File: config.mk
export PLATFORM = sky130hd
export DESIGN_NAME = y8960_mem_arbiter
export DESIGN_NICKNAME = d
export VERILOG_FILES = /design/src/rtl/y8960_mem_arbiter.sv
export SDC_FILE = /design/constraint.sdc
export NUM_CORES = 1
export LEC_CHECK = 0
export BUFFER_PORTS_ARGS = -buffer_cell sky130_fd_sc_hd__buf_2
export CAP_MARGIN = 5
export CORE_MARGIN = 2
export CORE_UTILIZATION = 40
export DETAILED_ROUTE_END_ITERATION = 6
export PLACE_DENSITY_LB_ADDON = 0.3
export RECOVER_POWER = 100
export REMOVE_ABC_BUFFERS = 1
export SLEW_MARGIN = 25
export SYNTH_ARGS = -nofsm -noshare
export SYNTH_HDL_FRONTEND = slang
export SYNTH_SLANG_ARGS = --single-unit
File: constraint.sdc
create_clock -name i_EMUCLK -period 1.5 [get_ports i_EMUCLK]
set_input_delay 0.15 -clock i_EMUCLK [delete_from_list [all_inputs] [get_ports i_EMUCLK]]
set_output_delay 0.15 -clock i_EMUCLK [all_outputs]
set_load 0.02 [all_outputs]
File: src/rtl/y8960_mem_arbiter.sv
// Arbitrates the cartridge's external byte-wide memory between the slot-side bus port and the loader port.
// Optional ROM write protection for slot writes below 0x40000 is enabled by defining Y8960_MEMARB_ROMWP_EN.
module y8960_mem_arbiter #(
    parameter int LOAD_MAXWAIT = 4,
    parameter int TIMEOUT      = 255
) (
    input  logic        i_EMUCLK,
    input  logic        i_RST_n,
    input  logic        i_SLOT_RQ,
    input  logic        i_SLOT_WR,
    input  logic [18:0] i_SLOT_ADDR,
    input  logic [7:0]  i_SLOT_WDATA,
    output logic [7:0]  o_SLOT_RDATA,
    output logic        o_SLOT_DONE,
    output logic        o_SLOT_OVF,
    input  logic        i_LD_VALID,
    output logic        o_LD_READY,
    input  logic        i_LD_WR,
    input  logic [18:0] i_LD_ADDR,
    input  logic [7:0]  i_LD_WDATA,
    output logic [7:0]  o_LD_RDATA,
    output logic        o_LD_RVALID,
    output logic        o_MEM_RQ,
    output logic        o_MEM_WR,
    output logic [18:0] o_MEM_ADDR,
    output logic [7:0]  o_MEM_WDATA,
    input  logic [7:0]  i_MEM_RDATA,
    input  logic        i_MEM_RDY,
    output logic        o_BUSY,
    output logic        o_ERR
);

    localparam int TW = $clog2(TIMEOUT + 1);
    localparam int SW = $clog2(LOAD_MAXWAIT + 1);
    localparam logic [SW-1:0] STREAK_MAX = SW'(LOAD_MAXWAIT);
    localparam logic [TW-1:0] TMO_LAST   = TW'(TIMEOUT - 1);

    localparam logic [0:0] S_IDLE = 1'b0;
    localparam logic [0:0] S_BUSY = 1'b1;

    logic [0:0]    state_q, state_d;
    logic          pend_q, pend_d;
    logic          pend_wr_q, pend_wr_d;
    logic [18:0]   pend_addr_q, pend_addr_d;
    logic [7:0]    pend_wdata_q, pend_wdata_d;
    logic [SW-1:0] streak_q, streak_d;
    logic          owner_ld_q, owner_ld_d;
    logic [TW-1:0] tmo_q, tmo_d;
    logic          mem_rq_q, mem_rq_d;
    logic          mem_wr_q, mem_wr_d;
    logic [18:0]   mem_addr_q, mem_addr_d;
    logic [7:0]    mem_wdata_q, mem_wdata_d;
    logic [7:0]    slot_rdata_q, slot_rdata_d;
    logic          slot_done_q, slot_done_d;
    logic          slot_ovf_q, slot_ovf_d;
    logic [7:0]    ld_rdata_q, ld_rdata_d;
    logic          ld_ready_q, ld_ready_d;
    logic          ld_rvalid_q, ld_rvalid_d;
    logic          err_q, err_d;

    logic is_idle, grant_ld, grant_slot, rom_blk;

    assign is_idle    = (state_q == S_IDLE);
    assign grant_ld   = is_idle && i_LD_VALID && (!pend_q || (streak_q == STREAK_MAX));
    assign grant_slot = is_idle && pend_q && !grant_ld;

`ifdef Y8960_MEMARB_ROMWP_EN
    // Slot writes into the lower half (ROM) complete locally without touching memory.
    assign rom_blk = pend_wr_q && !pend_addr_q[18];
`else
    assign rom_blk = 1'b0;
`endif

    always_comb begin
        state_d      = state_q;
        pend_d       = pend_q;
        pend_wr_d    = pend_wr_q;
        pend_addr_d  = pend_addr_q;
        pend_wdata_d = pend_wdata_q;
        streak_d     = streak_q;
        owner_ld_d   = owner_ld_q;
        tmo_d        = tmo_q;
        mem_rq_d     = 1'b0;
        mem_wr_d     = mem_wr_q;
        mem_addr_d   = mem_addr_q;
        mem_wdata_d  = mem_wdata_q;
        slot_rdata_d = slot_rdata_q;
        slot_done_d  = 1'b0;
        slot_ovf_d   = slot_ovf_q;
        ld_rdata_d   = ld_rdata_q;
        ld_ready_d   = 1'b0;
        ld_rvalid_d  = 1'b0;
        err_d        = err_q;

        // A pulse landing on the grant edge refills the slot just being vacated.
        if (i_SLOT_RQ) begin
            if (!pend_q || grant_slot) begin
                pend_d       = 1'b1;
                pend_wr_d    = i_SLOT_WR;
                pend_addr_d  = i_SLOT_ADDR;
                pend_wdata_d = i_SLOT_WDATA;
            end else begin
                slot_ovf_d = 1'b1;
            end
        end else if (grant_slot) begin
            pend_d = 1'b0;
        end

        if (grant_slot) begin
            if (!i_LD_VALID) begin
                streak_d = '0;
            end else if (streak_q != STREAK_MAX) begin
                streak_d = streak_q + 1'b1;
            end
            if (rom_blk) begin
                slot_done_d = 1'b1;
            end else begin
                state_d     = S_BUSY;
                mem_rq_d    = 1'b1;
                mem_wr_d    = pend_wr_q;
                mem_addr_d  = pend_addr_q;
                mem_wdata_d = pend_wdata_q;
                owner_ld_d  = 1'b0;
                tmo_d       = '0;
            end
        end else if (grant_ld) begin
            streak_d    = '0;
            state_d     = S_BUSY;
            mem_rq_d    = 1'b1;
            mem_wr_d    = i_LD_WR;
            mem_addr_d  = i_LD_ADDR;
            mem_wdata_d = i_LD_WDATA;
            owner_ld_d  = 1'b1;
            tmo_d       = '0;
            ld_ready_d  = 1'b1;
        end else if (state_q == S_BUSY) begin
            // RDY coinciding with the command strobe belongs to no transaction.
            if (i_MEM_RDY && !mem_rq_q) begin
                state_d = S_IDLE;
                if (owner_ld_q) begin
                    ld_rvalid_d = 1'b1;
                    if (!mem_wr_q) ld_rdata_d = i_MEM_RDATA;
                end else begin
                    slot_done_d = 1'b1;
                    if (!mem_wr_q) slot_rdata_d = i_MEM_RDATA;
                end
            end else if (tmo_q == TMO_LAST) begin
                state_d = S_IDLE;
                err_d   = 1'b1;
                if (owner_ld_q) begin
                    ld_rvalid_d = 1'b1;
                    ld_rdata_d  = 8'hFF;
                end else begin
                    slot_done_d  = 1'b1;
                    slot_rdata_d = 8'hFF;
                end
            end else begin
                tmo_d = tmo_q + 1'b1;
            end
        end
    end

    always_ff @(posedge i_EMUCLK or negedge i_RST_n) begin
        if (!i_RST_n) begin
            state_q      <= S_IDLE;
            pend_q       <= 1'b0;
            pend_wr_q    <= 1'b0;
            pend_addr_q  <= '0;
            pend_wdata_q <= '0;
            streak_q     <= '0;
            owner_ld_q   <= 1'b0;
            tmo_q        <= '0;
            mem_rq_q     <= 1'b0;
            mem_wr_q     <= 1'b0;
            mem_addr_q   <= '0;
            mem_wdata_q  <= '0;
            slot_rdata_q <= 8'hFF;
            slot_done_q  <= 1'b0;
            slot_ovf_q   <= 1'b0;
            ld_rdata_q   <= 8'hFF;
            ld_ready_q   <= 1'b0;
            ld_rvalid_q  <= 1'b0;
            err_q        <= 1'b0;
        end else begin
            state_q      <= state_d;
            pend_q       <= pend_d;
            pend_wr_q    <= pend_wr_d;
            pend_addr_q  <= pend_addr_d;
            pend_wdata_q <= pend_wdata_d;
            streak_q     <= streak_d;
            owner_ld_q   <= owner_ld_d;
            tmo_q        <= tmo_d;
            mem_rq_q     <= mem_rq_d;
            mem_wr_q     <= mem_wr_d;
            mem_addr_q   <= mem_addr_d;
            mem_wdata_q  <= mem_wdata_d;
            slot_rdata_q <= slot_rdata_d;
            slot_done_q  <= slot_done_d;
            slot_ovf_q   <= slot_ovf_d;
            ld_rdata_q   <= ld_rdata_d;
            ld_ready_q   <= ld_ready_d;
            ld_rvalid_q  <= ld_rvalid_d;
            err_q        <= err_d;
        end
    end

    assign o_SLOT_RDATA = slot_rdata_q;
    assign o_SLOT_DONE  = slot_done_q;
    assign o_SLOT_OVF   = slot_ovf_q;
    assign o_LD_READY   = ld_ready_q;
    assign o_LD_RDATA   = ld_rdata_q;
    assign o_LD_RVALID  = ld_rvalid_q;
    assign o_MEM_RQ     = mem_rq_q;
    assign o_MEM_WR     = mem_wr_q;
    assign o_MEM_ADDR   = mem_addr_q;
    assign o_MEM_WDATA  = mem_wdata_q;
    assign o_BUSY       = (state_q == S_BUSY);
    assign o_ERR        = err_q;

endmodule

Word level (Yosys, flattened, before mapping)
Cells that the tools add are included.
{"block": "classes", "n_eq_ne": 12, "n_reduce_logical": 22, "n_mux": 49, "addsub": 2, "n_bitwise": 5}
{"op": "two-way mux 8 bit", "n": 16}
{"op": "two-way mux 19 bit", "n": 2}
{"op": "two-way mux 1 bit", "n": 27}
{"op": "AND reduction 7 bit", "n": 2}
{"op": "two-way mux 3 bit", "n": 4}
{"op": "!= test 2 bit, second input constant", "n": 5}
{"op": "!= test 3 bit, second input constant", "n": 3}
{"op": "adder 8 x 1 -> 8 bit, second input constant", "n": 1}
{"op": "== test 8 bit, second input constant", "n": 1}
{"op": "AND reduction 2 bit", "n": 4}
{"op": "nonzero test 2 bit", "n": 3}
{"op": "logical AND 1 bit", "n": 5}
{"op": "inverter 1 bit", "n": 5}
{"op": "AND reduction 5 bit", "n": 1}
{"op": "adder 3 x 1 -> 3 bit, second input constant", "n": 1}
{"op": "== test 3 bit, second input constant", "n": 1}
{"op": "zero test 1 bit", "n": 3}
{"op": "!= test 3 x 2 -> 1 bit, second input constant", "n": 1}
{"op": "AND reduction 3 bit", "n": 1}
{"op": "nonzero test 3 bit", "n": 1}
{"op": "logical OR 1 bit", "n": 2}
{"op": "!= test 2 x 1 -> 1 bit, second input constant", "n": 1}
{"block": "word_totals", "inputBits": 69, "output_inout_bits": 51, "ff_bits": 92}

Logic depth before layout (Yosys ltp)
Gate-level depths: netlist (run 1).
{"block": "logic_depth", "depth_word": 8, "ltp_mapped": 8, "mapped_depth_nobuf": 6}

Worst setup path after synthesis (run 1)
OpenSTA, ideal clock, no wires.
{"block": "synth_timing", "path_kind": "register to register", "startpoint": "reg streak_q[0]", "endpoint": "reg pend_addr_q[0]", "path_buffers": 1, "path_slack_ns": -0.123, "arrival_time_ns": 1.498, "path_stages_with_launch": 8, "setup_ns": 0.125, "required_time_ns": 1.375, "synth_period_minus_slack_ns": 1.623, "path_cell_list": "dfrtp_1 inv_1 ha_1 a31o_1 nand2_2 nand2_4 buf_6 mux2_4"}
{"block": "synth_via", "elab_chain_cells": 7}
{"item": "start, declared", "line_no": "46", "rtl": "logic [SW-1:0] streak_q, streak_d;"}
{"item": "start signal, assigned", "line_no": "190", "rtl": "streak_q <= streak_d;"}
{"item": "== test 3 bit", "line_no": "64", "rtl": "assign grant_ld = is_idle && i_LD_VALID && (!pend_q || (streak_q == STREAK_MAX));"}
{"item": "logical OR 1 bit", "line_no": "64"}
{"item": "logical AND 1 bit", "line_no": "64"}
{"item": "zero test 1 bit", "line_no": "65", "rtl": "assign grant_slot = is_idle && pend_q && !grant_ld;"}
{"item": "logical AND 1 bit", "line_no": "65"}
{"item": "logical OR 1 bit", "line_no": "97", "rtl": "if (!pend_q || grant_slot) begin"}
{"item": "AND reduction 2 bit (no line)"}
{"item": "end signal, assigned", "line_no": "188", "rtl": "pend_addr_q <= pend_addr_d;"}
{"item": "end, declared", "line_no": "44", "rtl": "logic [18:0] pend_addr_q, pend_addr_d;"}
Every way passes these cells.
A chain may end at the register's enable or synchronous reset.

Final worst setup path (run 1)
{"block": "layout_timing", "startpoint": "reg streak_q[1]", "endpoint": "reg pend_wdata_q[3]"}
{"block": "layout_via", "elab_chain_cells": 7}
{"item": "== test 3 bit", "line_no": "64"}
{"item": "logical OR 1 bit", "line_no": "64"}
{"item": "logical AND 1 bit", "line_no": "64"}
{"item": "zero test 1 bit", "line_no": "65"}
{"item": "logical AND 1 bit", "line_no": "65"}
{"item": "logical OR 1 bit", "line_no": "97"}
{"item": "AND reduction 2 bit (no line)"}
{"item": "end signal, assigned", "line_no": "189", "rtl": "pend_wdata_q <= pend_wdata_d;"}
{"item": "end, declared", "line_no": "45", "rtl": "logic [7:0] pend_wdata_q, pend_wdata_d;"}
Every way passes these cells.

==> flow_metrics.env, run 1 <==
export IMPL_dr_pass1_iters=4
export IMPL_cp_required_ns=1.76
export IMPL_rr_worst_depth=7
export IMPL_setup_viol=39
export IMPL_yosys_area_top_type="dfrtp_1"
export IMPL_gp_congestion=0.777
export IMPL_drv_cap=0
export IMPL_worst_slew_pin_transition_ns=0.841
export IMPL_synth_top_cell_area_share_pct=47.4
export IMPL_vias=3314
export IMPL_synthTopCellsByCount="dfrtp_1, a21oi_1, nand2_1"
export IMPL_first_global_vias=3482
export IMPL_vdd_drop_max_uv=1040
export IMPL_r2r_start="streak_q[1]"
export IMPL_ys_seq_area_share_pct=57.9
export IMPL_viasPerCell=4.93
export IMPL_clkSinkCount=92
export IMPL_cp_endpoint="pend_wdata_q[3]"
export IMPL_fmax_mhz=616
export IMPL_ant_nets=0
export IMPL_hold_path_depth=3
export IMPL_maxSlewViolCount=0
export IMPL_die_w_um=104
export IMPL_antenna_found_initial=0
export IMPL_layout_min_cycle_time_ns=1.62
export IMPL_synthMuxAreaShare_pct=9.98
export IMPL_hpwlAfterDp_um=6670
export IMPL_cts_inserted_buffers=9
export IMPL_design_core_area_um2=9770
export IMPL_root_buffer="clkbuf_8"
export IMPL_hold_viol_final=0
export IMPL_maxSlewHeadroom_pct=43.9
export IMPL_io_pins=120
export IMPL_drc=0
export IMPL_grt_remaining_overflow=0
export IMPL_violations="setup timing"
export IMPL_finish_utilization_pct=58.3
export IMPL_final_nets=607
export IMPL_synth_xor_area_share_pct=0
export IMPL_die_area_um2=10800
export IMPL_clkLatencyLatePin_ns=0.37
export IMPL_endpoint_kind="register"
export IMPL_synthCells=352
export IMPL_leakage_nw=2.67
export IMPL_syn_area_per_cell_um2=11.4
export IMPL_place_inst=614
export IMPL_synth_top_family_by_area="compound AO/OA/AOI/OAI gates"
export IMPL_ys_ff_latch=92
export IMPL_place_area_um2=4930
export IMPL_async_flop_share_pct=100
export IMPL_arrival_ns=1.88
export IMPL_power_density_nw_per_um2=2060
export IMPL_synth_fa_ha_area_share_pct=1.25
export IMPL_synth_ff_type="dfrtp_1"
export IMPL_synth_simple_area_share_pct=10.6
export IMPL_cts_htree_levels=3
export IMPL_portBuffers=119
export IMPL_slowest_stage="dfrtp_1"
export IMPL_ff2ff_setup_slack_ns=-0.12
export IMPL_grt_use_total_pct=19.2
export IMPL_clockBufferDepth=2
export IMPL_path_cells="inv_2 -> ha_4 -> a31o_1 -> nand2_2 -> nand2_8 -> buf_8 -> mux2_4"
export IMPL_syn_to_final_growth_pct=42.1
export IMPL_cp_slowest_stage_delay_ns=0.38
export IMPL_hp_class="in2reg"
export IMPL_cts_tree="built"
export IMPL_rsz0062_at_grt="true"
export IMPL_die_h_um=104
export IMPL_initial_utilization_pct=41.0
export IMPL_finish_instance_area_um2=5700
export IMPL_holdWs_ns=0.0178
export IMPL_grt_max_degree=93
export IMPL_post_route_period_util_pct=108
export IMPL_avgRoutedWirePerCell_um=14.9
export IMPL_crit_start="streak_q[1]"
export IMPL_rows=36
export IMPL_drtIter0Drc=157
export IMPL_clkSlewWorstSetupHoldPaths_ns=0.09
export IMPL_worst_slack_ns=-0.124
export IMPL_finClkSkew_ns=0.0117
export IMPL_ys_types=43
export IMPL_crit_fanout=6
export IMPL_wl_um=10000
export IMPL_r2r_end="pend_wdata_q[3]"
export IMPL_worstSetupPathType="reg2reg"
export IMPL_synth_edf_count=0
export IMPL_synth_compound_area_share_pct=16.0
export IMPL_synth_area_um2=4010
export IMPL_worstSetupStartpointType="register"
export IMPL_fin_cells=672
export IMPL_synth_warnings=0
export IMPL_synth_area_leaders="dfrtp_1, dfstp_2, mux2_4, a21oi_1, nand2_1"
export IMPL_status="finished with violations"
export IMPL_yosysMostFrequentCell="dfrtp_1"
export IMPL_drive_gt1_share_pct=40.1
export IMPL_grt_pass1_wl_um=16800
export IMPL_place_ws_ns=-0.159
export IMPL_diodes=0
placed cells by master, fill, tap and decap left out, drive strengths merged, types with 3 or more instances in the layout:
master / instances
clkbuf: 45
nand2b: 4
o22a: 16
ha: 4
buf: 126
dfrtp: 76
dfstp: 16
nand3: 6
and2: 3
clkinvlp: 4
o31ai: 3
o21ai: 4
nand2: 40
mux2: 28
dlygate4sd3: 31
inv: 9
o211ai: 3
a21oi: 61
nor2: 33
per-layer routing:
metal | up-vias | part of all wire [%] | global-route usage (%)
li1 | 1594 | - | -
met1 | 1601 | 46 | 25.5
met2 | 112 | 47 | 30.4
met3 | 7 | 6.2 | 5.83
met4 | 0 | 0.89 | 5.69
met5 | - | 0 | 0
sequential cells by signal, indices dropped and copies added (netlist names):
name,cells
o_MEM_ADDR,19
streak_q,3
tmo_q,8
o_MEM_WR,1
o_LD_READY,1
o_MEM_WDATA,8
pend_q,1
o_ERR,1
o_SLOT_DONE,1
pend_wr_q,1
pend_wdata_q,8
o_LD_RVALID,1
o_SLOT_OVF,1
o_SLOT_RDATA,8
o_LD_RDATA,8
o_MEM_RQ,1
o_BUSY,1
owner_ld_q,1
pend_addr_q,19
worst min-delay path by stage:
stage / startpoint / to / slack [ns]
global route: i_SLOT_ADDR[17] / pend_addr_q[17] / 0.0004
finish: i_LD_ADDR[14] / o_MEM_ADDR[14] / 0.02
floorplan: i_RST_n / o_BUSY / -0.15
detailed placement: i_RST_n / o_LD_RVALID / 0.24
CTS: i_SLOT_ADDR[4] / pend_addr_q[4] / 0.0001
global placement: i_RST_n / o_LD_RVALID / 0.23
layout make-up:
class	instances	area, um^2
Fill cell	852	4080
Sequential cell	92	2320
Inverter	9	33.8
Clock inverter	5	60.1
Timing Repair Buffer	191	1280
Tap cell	133	166
Clock buffer	11	151
Multi-Input combinational cell	231	1690
worst max-delay path: cells and delay by family, from the launching register on:
kind,cells,cell delay [ns]
mux,1,0.29
fa+ha+maj,1,0.16
buf+inv,2,0.23
compound gates,1,0.23
simple gates,2,0.24
flops,1,0.38
report_power, final:
group	switching, W	internal, W
logic	0.00298	0.00255
registers	0.000702	0.00374
clock network	0.000899	0.000861
total	0.00458	0.00715
per-stage QoR:
stage,setup TNS [ns],total power [W]
floorplan,-48.28,0.00751
global placement,-3.23,0.00942
detailed placement,-5.74,0.00957
CTS,-2.82,0.0117
global route,-7.92,0.0125
finish,-3.39,0.0117
repair_timing:
item / 4_1_cts / 5_1_grt
resized for setup: 24 / 24
hold endpoints to repair: 104 / 2
buffers inserted: 2 / 8
endpoints found under the setup margin: 76 / 80
pin swaps: 14 / 21
hold buffers: 29 / 2
gates cloned: 2 / 0
kinds of logic after synthesis:
group | after synthesis
buffers and inverters | 30
flip-flops | 92
AND/OR/NAND/NOR | 97
AO/OA/AOI/OAI | 100
adder cells (fa/ha/maj) | 4
multiplexers | 29
No activity file was read; power rests on OpenSTA's default activity.
==> run 2, diff against run 1 <==
Settings changed: ABC_AREA from default to 1.
==> flow_metrics.env, run 2 <==
export IMPL_worst_slack_ns=-0.0409
export IMPL_final_common_cell="buf_2"
export IMPL_fmax_mhz=649
export IMPL_rows=37
export IMPL_status="finished with violations"
export IMPL_layout_common_cells="buf_2, nand2_1, dfrtp_1, a21oi_1, nand2_2"
export IMPL_synthCells=479
export IMPL_yosys_area_top_type="dfrtp_1"
export IMPL_die_area_um2=11200
export IMPL_arrival_ns=1.80
export IMPL_grt_use_total_pct=20.5
export IMPL_synth_warnings=0
export IMPL_cts_htree_levels=3
export IMPL_grt_use_met3_pct=4.17
export IMPL_ys_ff_latch=92
export IMPL_met2_usage_pct=32.3
export IMPL_worstSetupPathType="reg2reg"
export IMPL_die_w_um=106
export IMPL_vdd_drop_max_uv=1160
export IMPL_ant_nets=0
export IMPL_p_sw_w=0.00578
export IMPL_leakage_nw=2.84
export IMPL_layout_min_cycle_time_ns=1.54
export IMPL_drc=0
export IMPL_fin_cells=773
export IMPL_drv_cap=0
export IMPL_clkSinkCount=92
export IMPL_dr_pass1_iters=4
export IMPL_async_flop_share_pct=100
export IMPL_vias=3924
export IMPL_viasPerCell=5.08
export IMPL_crit_fanout=7
export IMPL_design_core_area_um2=10200
export IMPL_io_pins=120
export IMPL_power_total_w=0.0129
export IMPL_fin_tns_setup_ns=-0.623
export IMPL_drtIter0Drc=193
export IMPL_pwr_share_clk_pct=14.0
export IMPL_syn_to_final_growth_pct=41.6
export IMPL_switching_share_pct=44.8
export IMPL_grt_remaining_overflow=0
export IMPL_clockBufferDepth=2
export IMPL_clkSlewWorstSetupHoldPaths_ns=0.10
export IMPL_portBuffers=119
export IMPL_p_comb_share_pct=51.1
export IMPL_syn_area_per_cell_um2=8.68
export IMPL_diodes=0
export IMPL_power_density_nw_per_um2=2190
export IMPL_ys_seq_area_share_pct=55.9
export IMPL_violations="setup timing"
export IMPL_met1_usage_pct=28.8
export IMPL_wl_um=11700
export IMPL_synth_ff_type="dfrtp_1"
export IMPL_worst_slew_pin_transition_ns=0.663
export IMPL_synth_edf_count=0
export IMPL_hp_class="in2reg"
export IMPL_avgRoutedWirePerCell_um=15.1
export IMPL_die_h_um=106
export IMPL_root_buffer="clkbuf_8"
export IMPL_maxSlewViolCount=0
export IMPL_setup_viol=30
export IMPL_endpoint_kind="register"
export IMPL_gp_congestion=0.796
export IMPL_ff2ff_setup_slack_ns=-0.04
export IMPL_grt_max_degree=39
export IMPL_synthTopCellsByCount="nand2_1, dfrtp_1, a21oi_1"
export IMPL_synth_area_um2=4160
export IMPL_post_route_period_util_pct=103
export IMPL_maxSlewHeadroom_pct=55.8
export IMPL_hold_viol_final=0
export IMPL_finClkSkew_ns=0.00846
export IMPL_grt_pass1_wl_um=18600
export IMPL_synth_top_cell_area_share_pct=45.7
export IMPL_hpwlAfterDp_um=7450
export IMPL_cp_required_ns=1.76
export IMPL_cts_tree="built"
export IMPL_yosysMostFrequentCell="nand2_1"
export IMPL_cts_inserted_buffers=9
export IMPL_initial_utilization_pct=40.8
export IMPL_worstSetupStartpointType="register"
export IMPL_ys_types=27
export IMPL_antenna_found_initial=0
export IMPL_synth_area_leaders="dfrtp_1, nand2_1, dfstp_2, a21oi_1, nand3_1"
export IMPL_rsz0062_at_grt="true"
export IMPL_final_nets=705
export IMPL_p_seq_share_pct=34.9
export IMPL_finish_utilization_pct=57.8
export IMPL_internal_power_w=0.00713
export IMPL_first_global_vias=3880
export IMPL_drive_gt1_share_pct=46.9
export IMPL_clkLatencyLatePin_ns=0.36
export IMPL_place_inst=736
export IMPL_grt_busiest_layer="met2"
==> run 2: cell count changes after synthesis, moves of 9 or more <==
cell,previous run,this run
nand2_1,38,143
nand4_1,2,20
or2_2,0,9
inv_1,8,18
o22a_1,16,0
mux2_4,20,0
nand3_1,6,39
==> run 2: critical path: stages (launching register included) <==
cell and delay, ns:
dfrtp_1 0.40, inv_2 0.07, ha_4 0.16, nand2_4 0.08, nand2_4 0.06, nand2_4 0.09
nand2_8 0.08, nand2_8 0.11, buf_12 0.16, nand2_8 0.10, nand2_2 0.10, nand2_1 0.05
==> run 2: final timing paths <==
check                           startpoint               to  depth (start not counted)
max                            streak_q[0]   pend_addr_q[9]                         11
max reg2reg                    streak_q[0]   pend_addr_q[9]                         11
min reg2reg                  o_LD_RDATA[1]    o_LD_RDATA[1]                          2
min                        i_SLOT_ADDR[12]  pend_addr_q[12]                          3
max in group asynchronous          i_RST_n           pend_q                          3
min in group asynchronous          i_RST_n    o_MEM_ADDR[2]                          2
==> run 2: layout make-up <==
class | instances | area, um^2
multi-input cells | 348 | 2070
inverters | 21 | 81.3
clock buffers | 9 | 124
flip-flops and latches | 92 | 2320
clock inverters | 7 | 87.6
repair buffers | 160 | 1030
well taps | 136 | 170
fillers | 907 | 4300
==> run 2: timing repair <==
action | in CTS | in global routing
buffers inserted | 7 | 7
cloned | 3 | 4
endpoints found under the setup margin | 80 | 81
gates resized for setup | 21 | 91
hold buffers | 1 | 0
hold endpoints to repair | 23 | 0
pin swaps | 3 | 19
==> run 2: kinds of logic (layout without fill, tap and decap cells) <==
| logic type | count (synthesis) | after routing | synth area share [%] |
|---|---|---|---|
| buffers and inverters | 44 | 197 | 4.97 |
| DFF | 92 | 92 | 55.9 |
| xor gates and xnor gates | 1 | 1 | 0.211 |
| AOI/OAI and AO/OA | 72 | 72 | 8.94 |
| adders and majority gates | 4 | 4 | 1.20 |
| and+or+nand+nor | 266 | 271 | 28.8 |
==> run 2: metrics by stage <==
stage / setup slack [ns] / cell area (um^2) / hold slack, ns
floorplan: -0.782 / 4030 / -0.146
global placement: -0.0534 / 5070 / 0.0851
detailed placement: -0.130 / 5070 / 0.0883
CTS: -0.00353 / 5510 / 0.00377
global route: -0.118 / 5890 / 0.00924
finish: -0.0409 / 5890 / 0.0181
==> run 2: power by group through the flow <==
stage,logic [W],registers [W],clock network [W]
2_1_floorplan,0.00231,0.00520,0
3_3_place_gp,0.00518,0.00437,0
3_5_place_dp,0.00537,0.00440,0
4_1_cts,0.00596,0.00439,0.00184
5_1_grt,0.00724,0.00463,0.00195
6_report,0.00660,0.00450,0.00180
==> run 2: layer usage <==
metal,vias up,routed length [um]
met4,0,235
met2,143,5550
met3,20,718
li1,1884,-
met5,-,0
met1,1877,5170
==> run 3, diff against run 2 <==
Settings changed: TNS_END_PERCENT from default to 50.
==> flow_metrics.env, run 3 (synthesis results as in run 2) <==
export IMPL_status="finished with violations"
export IMPL_violations="setup timing"
export IMPL_die_area_um2=11200
export IMPL_worstSetupStartpointType="register"
export IMPL_diodes=0
export IMPL_finClkSkew_ns=0.00995
export IMPL_crit_fanout=7
export IMPL_drv_cap=0
export IMPL_drive_gt1_share_pct=44.4
export IMPL_first_global_vias=3880
export IMPL_maxSlewHeadroom_pct=55.9
export IMPL_rows=37
export IMPL_hold_path_depth=3
export IMPL_cts_inserted_buffers=9
export IMPL_design_core_area_um2=10200
export IMPL_drtIter0Drc=186
export IMPL_arrival_ns=1.78
export IMPL_post_route_period_util_pct=102
export IMPL_worst_slack_ns=-0.0239
export IMPL_initial_utilization_pct=40.8
export IMPL_die_h_um=106
export IMPL_final_nets=705
export IMPL_grt_remaining_overflow=0
export IMPL_r2r_start="streak_q[1]"
export IMPL_layout_min_cycle_time_ns=1.52
export IMPL_maxSlewViolCount=0
export IMPL_vias=3921
export IMPL_gp_congestion=0.796
export IMPL_hold_end="pend_addr_q[12]"
export IMPL_portBuffers=119
export IMPL_die_w_um=106
export IMPL_endpoint_kind="register"
export IMPL_place_ws_ns=-0.130
export IMPL_hpwlAfterDp_um=7450
export IMPL_clkLatencyLatePin_ns=0.36
export IMPL_fmax_mhz=656
export IMPL_drc=0
export IMPL_io_pins=120
export IMPL_rsz0062_at_grt="true"
export IMPL_r2r_end="pend_addr_q[9]"
export IMPL_hold_start="i_SLOT_ADDR[12]"
export IMPL_clkSinkCount=92
export IMPL_ant_nets=0
export IMPL_leakage_nw=2.83
export IMPL_viasPerCell=5.07
export IMPL_clockBufferDepth=2
export IMPL_grt_max_degree=39
export IMPL_clkSlewWorstSetupHoldPaths_ns=0.10
export IMPL_final_common_cell="buf_2"
export IMPL_layout_common_cells="buf_2, nand2_1, dfrtp_1, a21oi_1, nor2_1"
export IMPL_finish_instance_area_um2=5820
export IMPL_grt_use_total_pct=20.5
export IMPL_cts_htree_levels=3
export IMPL_syn_to_final_growth_pct=40.0
export IMPL_rr_worst_depth=11
export IMPL_wl_um=11600
export IMPL_root_buffer="clkbuf_8"
export IMPL_hold_viol_final=0
export IMPL_power_density_nw_per_um2=2200
export IMPL_hp_class="in2reg"
export IMPL_dr_pass1_iters=4
export IMPL_cp_required_ns=1.76
export IMPL_cts_tree="built"
export IMPL_ff2ff_setup_slack_ns=-0.02
export IMPL_setup_viol=24
export IMPL_worst_slew_pin_transition_ns=0.661
export IMPL_place_area_um2=5070
export IMPL_worstSetupPathType="reg2reg"
export IMPL_avgRoutedWirePerCell_um=15.0
export IMPL_antenna_found_initial=0
export IMPL_grt_pass1_wl_um=18600
export IMPL_vdd_drop_max_uv=1160
## run 3: cell count changes in the layout (fill, tap and decap cells not counted), moves of 2 or more
cell     delta
buf_6       -3
buf_4       +3
nand2_1    +11
nand2_2    -11
nor2_1      +2
## run 3: power by group
part	total, W	internal, W	switching [W]
clock network	0.00180	0.000816	0.000982
logic	0.00650	0.00250	0.00400
registers	0.00449	0.00375	0.000735
## run 3: metal layers
layer,track usage (%),wire length [um]
met5,0,0
met4,6.02,197
met3,4.17,710
met2,32.3,5480
met1,28.8,5210
## run 3: worst max-delay path by stage
stage,startpoint,to,cells past startpoint
2_1_floorplan,o_BUSY,pend_addr_q[0],8
3_3_place_gp,tmo_q[0],o_LD_RDATA[6],9
3_5_place_dp,streak_q[0],pend_addr_q[9],10
4_1_cts,streak_q[0],pend_addr_q[5],11
5_1_grt,tmo_q[0],o_SLOT_RDATA[5],9
6_report,streak_q[1],pend_addr_q[9],11
## run 3: worst max-delay path, cell delays in order (launching register included)
cell and delay [ns]:
dfrtp_1 0.39, inv_2 0.07, ha_4 0.16, nand2_4 0.08, nand2_4 0.05, nand2_4 0.09
nand2_8 0.08, nand2_8 0.11, buf_12 0.16, nand2_8 0.10, nand2_2 0.10, nand2_1 0.05
## run 3: stage by stage
stage          hold WS [ns]  instances  TNS (ns)  power (W)  utilization, %
6_report             0.0185        773    -0.234     0.0128            57.1
5_1_grt             0.00924        773     -2.75     0.0137            57.1
3_3_place_gp         0.0851        736     -1.20    0.00955            49.8
2_1_floorplan        -0.146        456    -44.16    0.00751               -
4_1_cts             0.00377        763  -0.00840     0.0122            54.1
3_5_place_dp         0.0883        736     -5.82    0.00977            49.8
## run 3: area by class of cell
type,instances,area [um^2]
Clock inverter,7,87.6
Sequential cell,92,2320
Clock buffer,9,124
Fill cell,916,4370
Multi-Input combinational cell,348,2020
Tap cell,136,170
Inverter,21,81.3
Timing Repair Buffer,160,1010
## run 3: repair_timing
action | 4_1_cts | 5_1_grt
endpoints found under the setup margin | 80 | 81
hold buffers | 1 | 0
pin swaps | 3 | 17
hold endpoints to repair | 23 | 0
cloned | 3 | 4
resized for setup | 21 | 69
buffers inserted | 7 | 7
